`config.mk`:
```
export PLATFORM = sky130hd
export DESIGN_NAME = screen_arbiter_flat
export DESIGN_NICKNAME = d
export VERILOG_FILES = /design/src/rtl/screen_arbiter_if.sv /design/src/rtl/screen_arbiter.sv /design/src/flat_wrapper.sv
export SDC_FILE = /design/constraint.sdc
export NUM_CORES = 1
export LEC_CHECK = 0
export ABC_AREA = 1
export CAP_MARGIN = 5
export CORE_ASPECT_RATIO = 1.5
export CORE_MARGIN = 3
export CORE_UTILIZATION = 41
export CTS_CLUSTER_SIZE = 20
export DETAILED_ROUTE_END_ITERATION = 7
export PLACE_DENSITY = 0.82
export RECOVER_POWER = 50
export SLEW_MARGIN = 20
export SYNTH_ARGS = -nofsm -noshare
export SYNTH_HDL_FRONTEND = slang
export SYNTH_SLANG_ARGS = --single-unit
```
`constraint.sdc`:
```
create_clock -name clock -period 2.5 [get_ports clock]
set_input_delay 0.25 -clock clock [delete_from_list [all_inputs] [get_ports clock]]
set_output_delay 0.25 -clock clock [all_outputs]
set_load 0.01 [all_outputs]
```
`src/rtl/screen_arbiter_if.sv`:
```
`default_nettype none
// +----------------------------------------------------------------------------+
// | screen_arbiter_if : requester/screen_writer bundle for screen_arbiter      |
// | Rev 1.0                                                                    |
// +----------------------------------------------------------------------------+
interface screen_arbiter_if #(
  parameter int N            = 4,
  parameter int WIDTH        = 8,
  parameter int COLOUR_WIDTH = 3
);
  logic [N-1:0]              req;
  logic [N*COLOUR_WIDTH-1:0] req_colour;
  logic [N*WIDTH-1:0]        req_x_min;
  logic [N*WIDTH-1:0]        req_y_min;
  logic [N*WIDTH-1:0]        req_x_range;
  logic [N*WIDTH-1:0]        req_y_range;
  logic [N-1:0]              ack;
  logic [N-1:0]              grant;
  logic                      busy;
  logic                      screen_start;
  logic [COLOUR_WIDTH-1:0]   new_screen_colour;
  logic [WIDTH-1:0]          screen_x_min;
  logic [WIDTH-1:0]          screen_y_min;
  logic [WIDTH-1:0]          screen_x_range;
  logic [WIDTH-1:0]          screen_y_range;
  logic                      screen_done;

  // Master is the requester / screen_writer side, slave is the arbiter.
  modport master (
    output req, req_colour, req_x_min, req_y_min, req_x_range, req_y_range,
           screen_done,
    input  ack, grant, busy, screen_start, new_screen_colour,
           screen_x_min, screen_y_min, screen_x_range, screen_y_range
  );

  modport slave (
    input  req, req_colour, req_x_min, req_y_min, req_x_range, req_y_range,
           screen_done,
    output ack, grant, busy, screen_start, new_screen_colour,
           screen_x_min, screen_y_min, screen_x_range, screen_y_range
  );
endinterface
`default_nettype wire

```
`src/rtl/screen_arbiter.sv`:
```
`default_nettype none
// +----------------------------------------------------------------------------+
// | screen_arbiter : round-robin sharing of one screen_writer between N users  |
// | Option macro SCREEN_ARB_FIXED_PRIORITY_EN selects lowest-index-wins.       |
// | Rev 1.0                                                                    |
// +----------------------------------------------------------------------------+
module screen_arbiter #(
  parameter int N            = 4,
  parameter int WIDTH        = 8,
  parameter int COLOUR_WIDTH = 3
) (
  input  logic            clock,
  input  logic            resetn,
  screen_arbiter_if.slave bus
);
  localparam int           c_IDX_W = $clog2(N);
  localparam logic [N-1:0] c_ONE   = {{(N-1){1'b0}}, 1'b1};

  typedef enum logic [1:0] {
    S_IDLE  = 2'd0,
    S_START = 2'd1,
    S_BUSY  = 2'd2,
    S_ACK   = 2'd3
  } state_t;

  state_t                  r_state;
  logic [N-1:0]            r_grant;
  logic [N-1:0]            r_ack;
  logic                    r_busy;
  logic                    r_start;
  logic [COLOUR_WIDTH-1:0] r_colour;
  logic [WIDTH-1:0]        r_x_min;
  logic [WIDTH-1:0]        r_y_min;
  logic [WIDTH-1:0]        r_x_range;
  logic [WIDTH-1:0]        r_y_range;

  logic [COLOUR_WIDTH-1:0] w_colour  [N];
  logic [WIDTH-1:0]        w_x_min   [N];
  logic [WIDTH-1:0]        w_y_min   [N];
  logic [WIDTH-1:0]        w_x_range [N];
  logic [WIDTH-1:0]        w_y_range [N];
  logic                    w_found;
  logic [c_IDX_W-1:0]      w_win_idx;

  genvar gi;
  generate
    for (gi = 0; gi < N; gi++) begin : g_unpack
      assign w_colour[gi]  = bus.req_colour[gi*COLOUR_WIDTH +: COLOUR_WIDTH];
      assign w_x_min[gi]   = bus.req_x_min[gi*WIDTH +: WIDTH];
      assign w_y_min[gi]   = bus.req_y_min[gi*WIDTH +: WIDTH];
      assign w_x_range[gi] = bus.req_x_range[gi*WIDTH +: WIDTH];
      assign w_y_range[gi] = bus.req_y_range[gi*WIDTH +: WIDTH];
    end
  endgenerate

`ifdef SCREEN_ARB_FIXED_PRIORITY_EN
  always_comb begin
    w_found   = 1'b0;
    w_win_idx = '0;
    for (int i = N - 1; i >= 0; i--) begin
      if (bus.req[i]) begin
        w_found   = 1'b1;
        w_win_idx = c_IDX_W'(i);
      end
    end
  end
`else
  logic [c_IDX_W-1:0] r_last;
  int                 w_cand;

  // Scan from farthest to nearest so the requester just after r_last wins.
  always_comb begin
    w_found   = 1'b0;
    w_win_idx = '0;
    w_cand    = 0;
    for (int k = N; k >= 1; k--) begin
      w_cand = int'(r_last) + k;
      if (w_cand >= N) w_cand = w_cand - N;
      if (bus.req[c_IDX_W'(w_cand)]) begin
        w_found   = 1'b1;
        w_win_idx = c_IDX_W'(w_cand);
      end
    end
  end
`endif

  always_ff @(posedge clock or negedge resetn) begin
    if (!resetn) begin
      r_state   <= S_IDLE;
      r_grant   <= '0;
      r_ack     <= '0;
      r_busy    <= 1'b0;
      r_start   <= 1'b0;
      r_colour  <= '0;
      r_x_min   <= '0;
      r_y_min   <= '0;
      r_x_range <= '0;
      r_y_range <= '0;
`ifndef SCREEN_ARB_FIXED_PRIORITY_EN
      r_last    <= c_IDX_W'(N - 1);
`endif
    end else begin
      case (r_state)
        S_IDLE: begin
          if (w_found) begin
            r_grant   <= c_ONE << w_win_idx;
            r_busy    <= 1'b1;
            r_colour  <= w_colour[w_win_idx];
            r_x_min   <= w_x_min[w_win_idx];
            r_y_min   <= w_y_min[w_win_idx];
            r_x_range <= w_x_range[w_win_idx];
            r_y_range <= w_y_range[w_win_idx];
`ifndef SCREEN_ARB_FIXED_PRIORITY_EN
            r_last    <= w_win_idx;
`endif
            r_state   <= S_START;
          end
        end
        S_START: begin
          r_start <= 1'b1;
          r_state <= S_BUSY;
        end
        S_BUSY: begin
          r_start <= 1'b0;
          if (bus.screen_done) begin
            r_ack   <= r_grant;
            r_state <= S_ACK;
          end
        end
        S_ACK: begin
          r_ack   <= '0;
          r_grant <= '0;
          r_busy  <= 1'b0;
          r_state <= S_IDLE;
        end
        default: r_state <= S_IDLE;
      endcase
    end
  end

  assign bus.grant             = r_grant;
  assign bus.ack               = r_ack;
  assign bus.busy              = r_busy;
  assign bus.screen_start      = r_start;
  assign bus.new_screen_colour = r_colour;
  assign bus.screen_x_min      = r_x_min;
  assign bus.screen_y_min      = r_y_min;
  assign bus.screen_x_range    = r_x_range;
  assign bus.screen_y_range    = r_y_range;
endmodule
`default_nettype wire
```
`src/flat_wrapper.sv`:
```
// flat-port wrapper written by rule: the top's interface ports become plain ports
module screen_arbiter_flat 
#(
  parameter int N            = 4,
  parameter int WIDTH        = 8,
  parameter int COLOUR_WIDTH = 3
)
  (clock, resetn, bus_req, bus_req_colour, bus_req_x_min, bus_req_y_min, bus_req_x_range, bus_req_y_range, bus_screen_done, bus_ack, bus_grant, bus_busy, bus_screen_start, bus_new_screen_colour, bus_screen_x_min, bus_screen_y_min, bus_screen_x_range, bus_screen_y_range);
  screen_arbiter_if #(.N(N), .WIDTH(WIDTH), .COLOUR_WIDTH(COLOUR_WIDTH)) bus_i ();
  input  logic clock;
  input  logic resetn;
  input wire logic [$bits(bus_i.req)-1:0] bus_req;
  input wire logic [$bits(bus_i.req_colour)-1:0] bus_req_colour;
  input wire logic [$bits(bus_i.req_x_min)-1:0] bus_req_x_min;
  input wire logic [$bits(bus_i.req_y_min)-1:0] bus_req_y_min;
  input wire logic [$bits(bus_i.req_x_range)-1:0] bus_req_x_range;
  input wire logic [$bits(bus_i.req_y_range)-1:0] bus_req_y_range;
  input wire logic [$bits(bus_i.screen_done)-1:0] bus_screen_done;
  output wire logic [$bits(bus_i.ack)-1:0] bus_ack;
  output wire logic [$bits(bus_i.grant)-1:0] bus_grant;
  output wire logic [$bits(bus_i.busy)-1:0] bus_busy;
  output wire logic [$bits(bus_i.screen_start)-1:0] bus_screen_start;
  output wire logic [$bits(bus_i.new_screen_colour)-1:0] bus_new_screen_colour;
  output wire logic [$bits(bus_i.screen_x_min)-1:0] bus_screen_x_min;
  output wire logic [$bits(bus_i.screen_y_min)-1:0] bus_screen_y_min;
  output wire logic [$bits(bus_i.screen_x_range)-1:0] bus_screen_x_range;
  output wire logic [$bits(bus_i.screen_y_range)-1:0] bus_screen_y_range;
  assign bus_i.req = bus_req;
  assign bus_i.req_colour = bus_req_colour;
  assign bus_i.req_x_min = bus_req_x_min;
  assign bus_i.req_y_min = bus_req_y_min;
  assign bus_i.req_x_range = bus_req_x_range;
  assign bus_i.req_y_range = bus_req_y_range;
  assign bus_i.screen_done = bus_screen_done;
  assign bus_ack = bus_i.ack;
  assign bus_grant = bus_i.grant;
  assign bus_busy = bus_i.busy;
  assign bus_screen_start = bus_i.screen_start;
  assign bus_new_screen_colour = bus_i.new_screen_colour;
  assign bus_screen_x_min = bus_i.screen_x_min;
  assign bus_screen_y_min = bus_i.screen_y_min;
  assign bus_screen_x_range = bus_i.screen_x_range;
  assign bus_screen_y_range = bus_i.screen_y_range;
  screen_arbiter #(.N(N), .WIDTH(WIDTH), .COLOUR_WIDTH(COLOUR_WIDTH)) u_core (.clock(clock), .resetn(resetn), .bus(bus_i));
endmodule
```
* Word level (Yosys, flattened, before mapping) *
Index checks and enable logic that the tools add are counted.

storage, ports and cells
  bits in registers = 49
  input port bits = 147
  output and inout port bits = 45

cells by class
  add/subtract/negate cells = 8
  order comparisons = 9
  equality and inequality tests = 5
  shift-type cells = 1
  multiplexer cells = 49
  bitwise logic cells = 1
  reductions and logical operators = 8

operators by type and width
  cell                                                                           number
  8-bit binary-select mux with 2-bit select                                      4
  8-bit two-way mux                                                              8
  2-bit two-way mux                                                              10
  2-bit by 4-bit less-than comparator with 1-bit output (second input constant)  4
  4-bit one-hot mux with 2 select lines                                          2
  1-bit two-way mux                                                              13
  3-bit >= comparator (second input constant)                                    4
  1-bit binary-select mux with 2-bit select                                      4
  4-bit two-way mux                                                              2
  2-bit one-hot mux with 4 select lines                                          1
  2-bit AND reduction                                                            4
  2-bit by 1-bit subtractor with 2-bit output (second input constant)            4
  2-bit by 2-bit adder with 3-bit output (second input constant)                 2
  3-bit binary-select mux with 2-bit select                                      1
  3-bit two-way mux                                                              2
  2-bit nonzero test                                                             3
  2-bit by 3-bit adder with 4-bit output (second input constant)                 1
  2-bit equality test (second input constant)                                    2
  4-bit by 3-bit >= comparator with 1-bit output (second input constant)         1
  1-bit one-hot mux with 2 select lines                                          2
  1-bit by 2-bit left shift with 4-bit output (first input constant)             1
  2-bit by 1-bit adder with 3-bit output (second input constant)                 1
  2-bit NOT with 3-bit output                                                    1
  2-bit by 1-bit equality test with 1-bit output (second input constant)         1
  other kinds (3)                                                                3

* Logic depth before layout (Yosys ltp) *
  word-level depth = 14
  mapped depth = 18
  gate-level depth less buffers = 15

* Worst setup path after synthesis *
No wires, ideal clock.

  path type = reg-to-reg
  start = reg u_core.r_last[0]
  end = reg u_core.r_y_range[1] (netlist: u_core.bus.screen_y_range[1])
  setup time = 117 ps
  data arrival time = 1745 ps
  required time = 2383 ps
  setup slack = 638 ps
  stages on the path, launching flop included = 16
  path through = dfstp_2 > buf_6 > inv_8 > nand2_1 > nand2_1 > nand2_1 > nand2_1 > nand2_2 > nand2_2 > nand2_4 > clkbuf_1 > nand3b_1 > nand3_1 > nand2_1 > nand2_1 > nand2_1

on the way
  longest elaborated chain between the ends = 14
  elaborated cells on any way between the ends = 41

RTL lines
  element                                                                                                        line                   RTL
  from (decl)                                                                                                    screen_arbiter.sv:68   logic [c_IDX_W-1:0] r_last;
  from (signal assigned)                                                                                         screen_arbiter.sv:100  r_last <= c_IDX_W'(N - 1);
  from (signal assigned)                                                                                         screen_arbiter.sv:114  r_last <= w_win_idx;
  2-bit by 3-bit adder with 4-bit output                                                                         screen_arbiter.sv:77   w_cand = int'(r_last) + k;
  4-bit by 3-bit >= comparator with 1-bit output or 2-bit by 1-bit subtractor with 2-bit output (tied branches)  screen_arbiter.sv:78   if (w_cand >= N) w_cand = w_cand - N;
  2-bit two-way mux                                                                                              screen_arbiter.sv:78
  1-bit binary-select mux with 2-bit select                                                                      screen_arbiter.sv:79   if (bus.req[c_IDX_W'(w_cand)]) begin
  1-bit two-way mux (implied by the code) (2 in series)                                                          screen_arbiter.sv:79
  2-bit two-way mux (4 in series)                                                                                screen_arbiter.sv:79
  2-bit NOT with 3-bit output (implied by the code)                                                              screen_arbiter.sv:112  r_y_range <= w_y_range[w_win_idx];
  8-bit binary-select mux with 2-bit select                                                                      screen_arbiter.sv:112
  8-bit two-way mux (implied by the code) (2 in series)                                                          screen_arbiter.sv:112
  to (signal assigned)                                                                                           screen_arbiter.sv:112
  to (decl)                                                                                                      screen_arbiter.sv:35   logic [WIDTH-1:0] r_y_range;

Several ways; a longest one is shown, not always the timed one. The select of a mux whose other input is x is not followed.
A chain may end at the register's enable or synchronous reset.

* Worst setup path after layout *
  start = reg u_core.r_last[0]
  end = reg u_core.r_x_min[6] (netlist: u_core.bus.screen_x_min[6])

on the way
  longest elaborated chain between the ends = 14
  elaborated cells on any way between the ends = 41

RTL lines
  element                                                                                                        line                   RTL
  2-bit by 3-bit adder with 4-bit output                                                                         screen_arbiter.sv:77
  4-bit by 3-bit >= comparator with 1-bit output or 2-bit by 1-bit subtractor with 2-bit output (tied branches)  screen_arbiter.sv:78
  2-bit two-way mux                                                                                              screen_arbiter.sv:78
  1-bit binary-select mux with 2-bit select                                                                      screen_arbiter.sv:79
  1-bit two-way mux (implied by the code) (2 in series)                                                          screen_arbiter.sv:79
  2-bit two-way mux (4 in series)                                                                                screen_arbiter.sv:79
  2-bit NOT with 3-bit output (implied by the code)                                                              screen_arbiter.sv:109  r_x_min <= w_x_min[w_win_idx];
  8-bit binary-select mux with 2-bit select                                                                      screen_arbiter.sv:109
  8-bit two-way mux (implied by the code) (2 in series)                                                          screen_arbiter.sv:109
  to (signal assigned)                                                                                           screen_arbiter.sv:109
  to (decl)                                                                                                      screen_arbiter.sv:32   logic [WIDTH-1:0] r_x_min;

Several ways; a longest one is shown, not always the timed one. The select of a mux whose other input is x is not followed.

==> flow_metrics.tcl <==
set metrics [dict create \
    status "finished, final reports clean" \
    critPathCaptureType "flop" \
    cts_root_buffer "clkbuf_16" \
    syn_nets 757 \
    netlist_area_sq_mm 0.00374 \
    final_cells 893 \
    hpwl_um 9660 \
    vias 4525 \
    slew_violations 0 \
    crit_type "flop to flop" \
    fin_crit_ns 2.18 \
    final-setup-viol-count 0 \
    initial_core_util 0.422 \
    tightest_slew_ns 1.03 \
    ys_async_sr_fraction 1.00 \
    worstRegToRegCells 15 \
    grt_pass1_vias 4497 \
    overflow 0 \
    dr.pass1.iters 4 \
    grt_max_degree 71 \
    dieArea_sq_mm 0.0103 \
    p_per_area_mw_per_mm2 1410 \
    core.rowCount 42 \
    wl_per_cell_um 14.5 \
    cts_buffers 5 \
    ys.flop_type "dfrtp_1" \
    maxCapViolations 0 \
    htreeDepth 2 \
    clockBufferDepth 2 \
    io-pin-count 192 \
    ys_warn_count 0 \
    worstPathArrival_ns 2.40 \
    yosysMostFrequentCell "nand2_1" \
    antenna_found_initial 0 \
    startpoint_type "flop" \
    hp-class "flop to flop" \
    fmax_mhz 459 \
    netlist.area_leader.share 0.318 \
    relSlewSlack 0.312 \
    finalCritPeriodShare 0.871 \
    ir_drop_mv 1.03 \
    via_per_inst 5.07 \
    die_h_um 123 \
    grt_use_total 0.248 \
    drc 0 \
    hold_viol 0 \
    cts_tree "built" \
    clkSlewWorstSetupHoldPaths_ns 0.06 \
    place.gp.congestion 0.864 \
    wl_um 12900 \
    port_buffers 191 \
    antenna_left 0 \
    yosys.area.top_type "nand2_1" \
    area_growth_pct 56.5 \
    core_area_sq_mm 0.00888 \
    yosys.cell_types.count 26 \
    synth_edf_count 0 \
    critPathMaxFanout 29 \
    leakage_nw 3.03 \
    grt_pass1_wl_um 21200 \
    ys_seq_elements 49 \
    critPathRequiredTime_ns 2.73 \
    hold_depth 2 \
    rrSetupSlack_ns 0.32 \
    synth_cells 607 \
    clock_sinks 49 \
    synth_area_leaders "nand2_1, dfrtp_1, nand3_1" \
    n_antenna_cell 0 \
    tns_ns 0 \
    dieWidth_um 84.0 \
    fin_skew_ns 0.00551 \
    synth.top_cells.by_count "nand2_1, nand3_1, inv_1, dfrtp_1, nand3b_1" \
    clk_latency_ns 0.28 \
    fill_cells 784 \
    rsz0062_at_grt "false" \
    layout-drive-gt1-share 0.0434 \
    nets 932 \
    drt-initial-drc-count 255 \
    yosysSeqAreaShare 0.328 \
    finish.utilization 0.660 \
    dp.cells 884 \
    syn_avg_cell_area_sq_um 6.17 \
    post_cts_buffers 0 \
]
-- per-layer routing --
layer  share of wire  global-route usage
met5               0                   0
met4           0.028              0.0875
met3           0.064              0.0473
met2            0.54               0.467
met1            0.36               0.276
-- final timing paths --
| check | startpoint | to |
|---|---|---|
| worst min register to register | u_core.bus.screen_y_min[4] | u_core.bus.screen_y_min[4] |
| worst min-delay path | u_core.bus.screen_y_min[4] | u_core.bus.screen_y_min[4] |
| max in group asynchronous | resetn | u_core.r_state[0] |
| worst max-delay path | u_core.r_last[0] | u_core.bus.screen_x_min[6] |
| min in group asynchronous | resetn | u_core.bus.screen_x_range[1] |
| worst max register to register | u_core.r_last[0] | u_core.bus.screen_x_min[6] |
-- state kept, by name, summed over array words and instances (netlist names) --
register	flops
u_core.bus.screen_y_range	8
u_core.bus.ack	4
u_core.bus.screen_y_min	8
u_core.bus.busy	1
u_core.bus.grant	4
u_core.bus.screen_x_min	8
u_core.bus.screen_x_range	8
u_core.bus.screen_start	1
u_core.r_last	2
u_core.bus.new_screen_colour	3
u_core.r_state	2
-- where the power goes --
part | internal (mW) | switching, mW
Combinational | 2.39 | 3.78
Sequential | 1.20 | 0.246
Clock | 0.373 | 0.276
-- critical path, cell delays in order, from the launching register on --
cell and delay, ns:
dfstp_2 0.65, nand2_1 0.08, o21ai_1 0.14, nand2_1 0.10
nand2_1 0.10, nand2_2 0.09, nand2_2 0.08, nand2_4 0.06
nand2_2 0.09, buf_4 0.30, nand2_1 0.11, nand2_1 0.08
nand2_1 0.06, nand2_1 0.07, nand2_1 0.05, nand2_1 0.06
-- placed cells by master (no fill, tap or decap), types with 2 or more instances in the layout --
cell type          n
inv_1             54
ha_1               3
clkbuf_16          5
nand2_2            3
nand2_1          317
o21ai_0            8
buf_4              7
inv_2              6
dfrtp_1           47
clkdlybuf4s50_1  169
nand3_1           77
dlygate4sd3_1     22
nor2_4             2
o22ai_1            4
nand3b_1          35
o21ai_1            5
clkbuf_1           5
buf_12             4
dfstp_2            2
-- stage by stage --
stage	instance area [sq um]	total power, mW	setup WS [ns]	hold WS, ns
2_1_floorplan	3740	5.80	0.638	-0.0456
3_3_place_gp	5720	7.47	0.354	0.207
3_5_place_dp	5720	7.66	0.262	0.215
4_1_cts	5870	8.35	0.345	0.462
5_1_grt	5860	9.14	0.143	0.497
6_report	5860	8.26	0.323	0.472
-- cell type report --
class	instances	area (sq um)	area share
Clock buffer	8	136	0.0233
Inverter	61	236	0.0404
Multi-Input combinational cell	460	2060	0.352
Sequential cell	49	1230	0.210
Tap cell	110	138	0.0235
Timing Repair Buffer	205	2060	0.351
-- kinds of logic after synthesis --
group,after synthesis,synth area share
AO/OA/AOI/OAI,18,0.0261
adder cells (fa/ha/maj),3,0.0100
buffers and inverters,98,0.122
flip-flops,49,0.328
AND/OR/NAND/NOR,439,0.513
-- timing repair --
action | 4_1_cts | 5_1_grt
hold buffers | 1 | 0
gates resized for setup | 0 | 0
endpoints found under the hold margin | 15 | 0
Note: power is estimated with default switching activity, not from simulation.
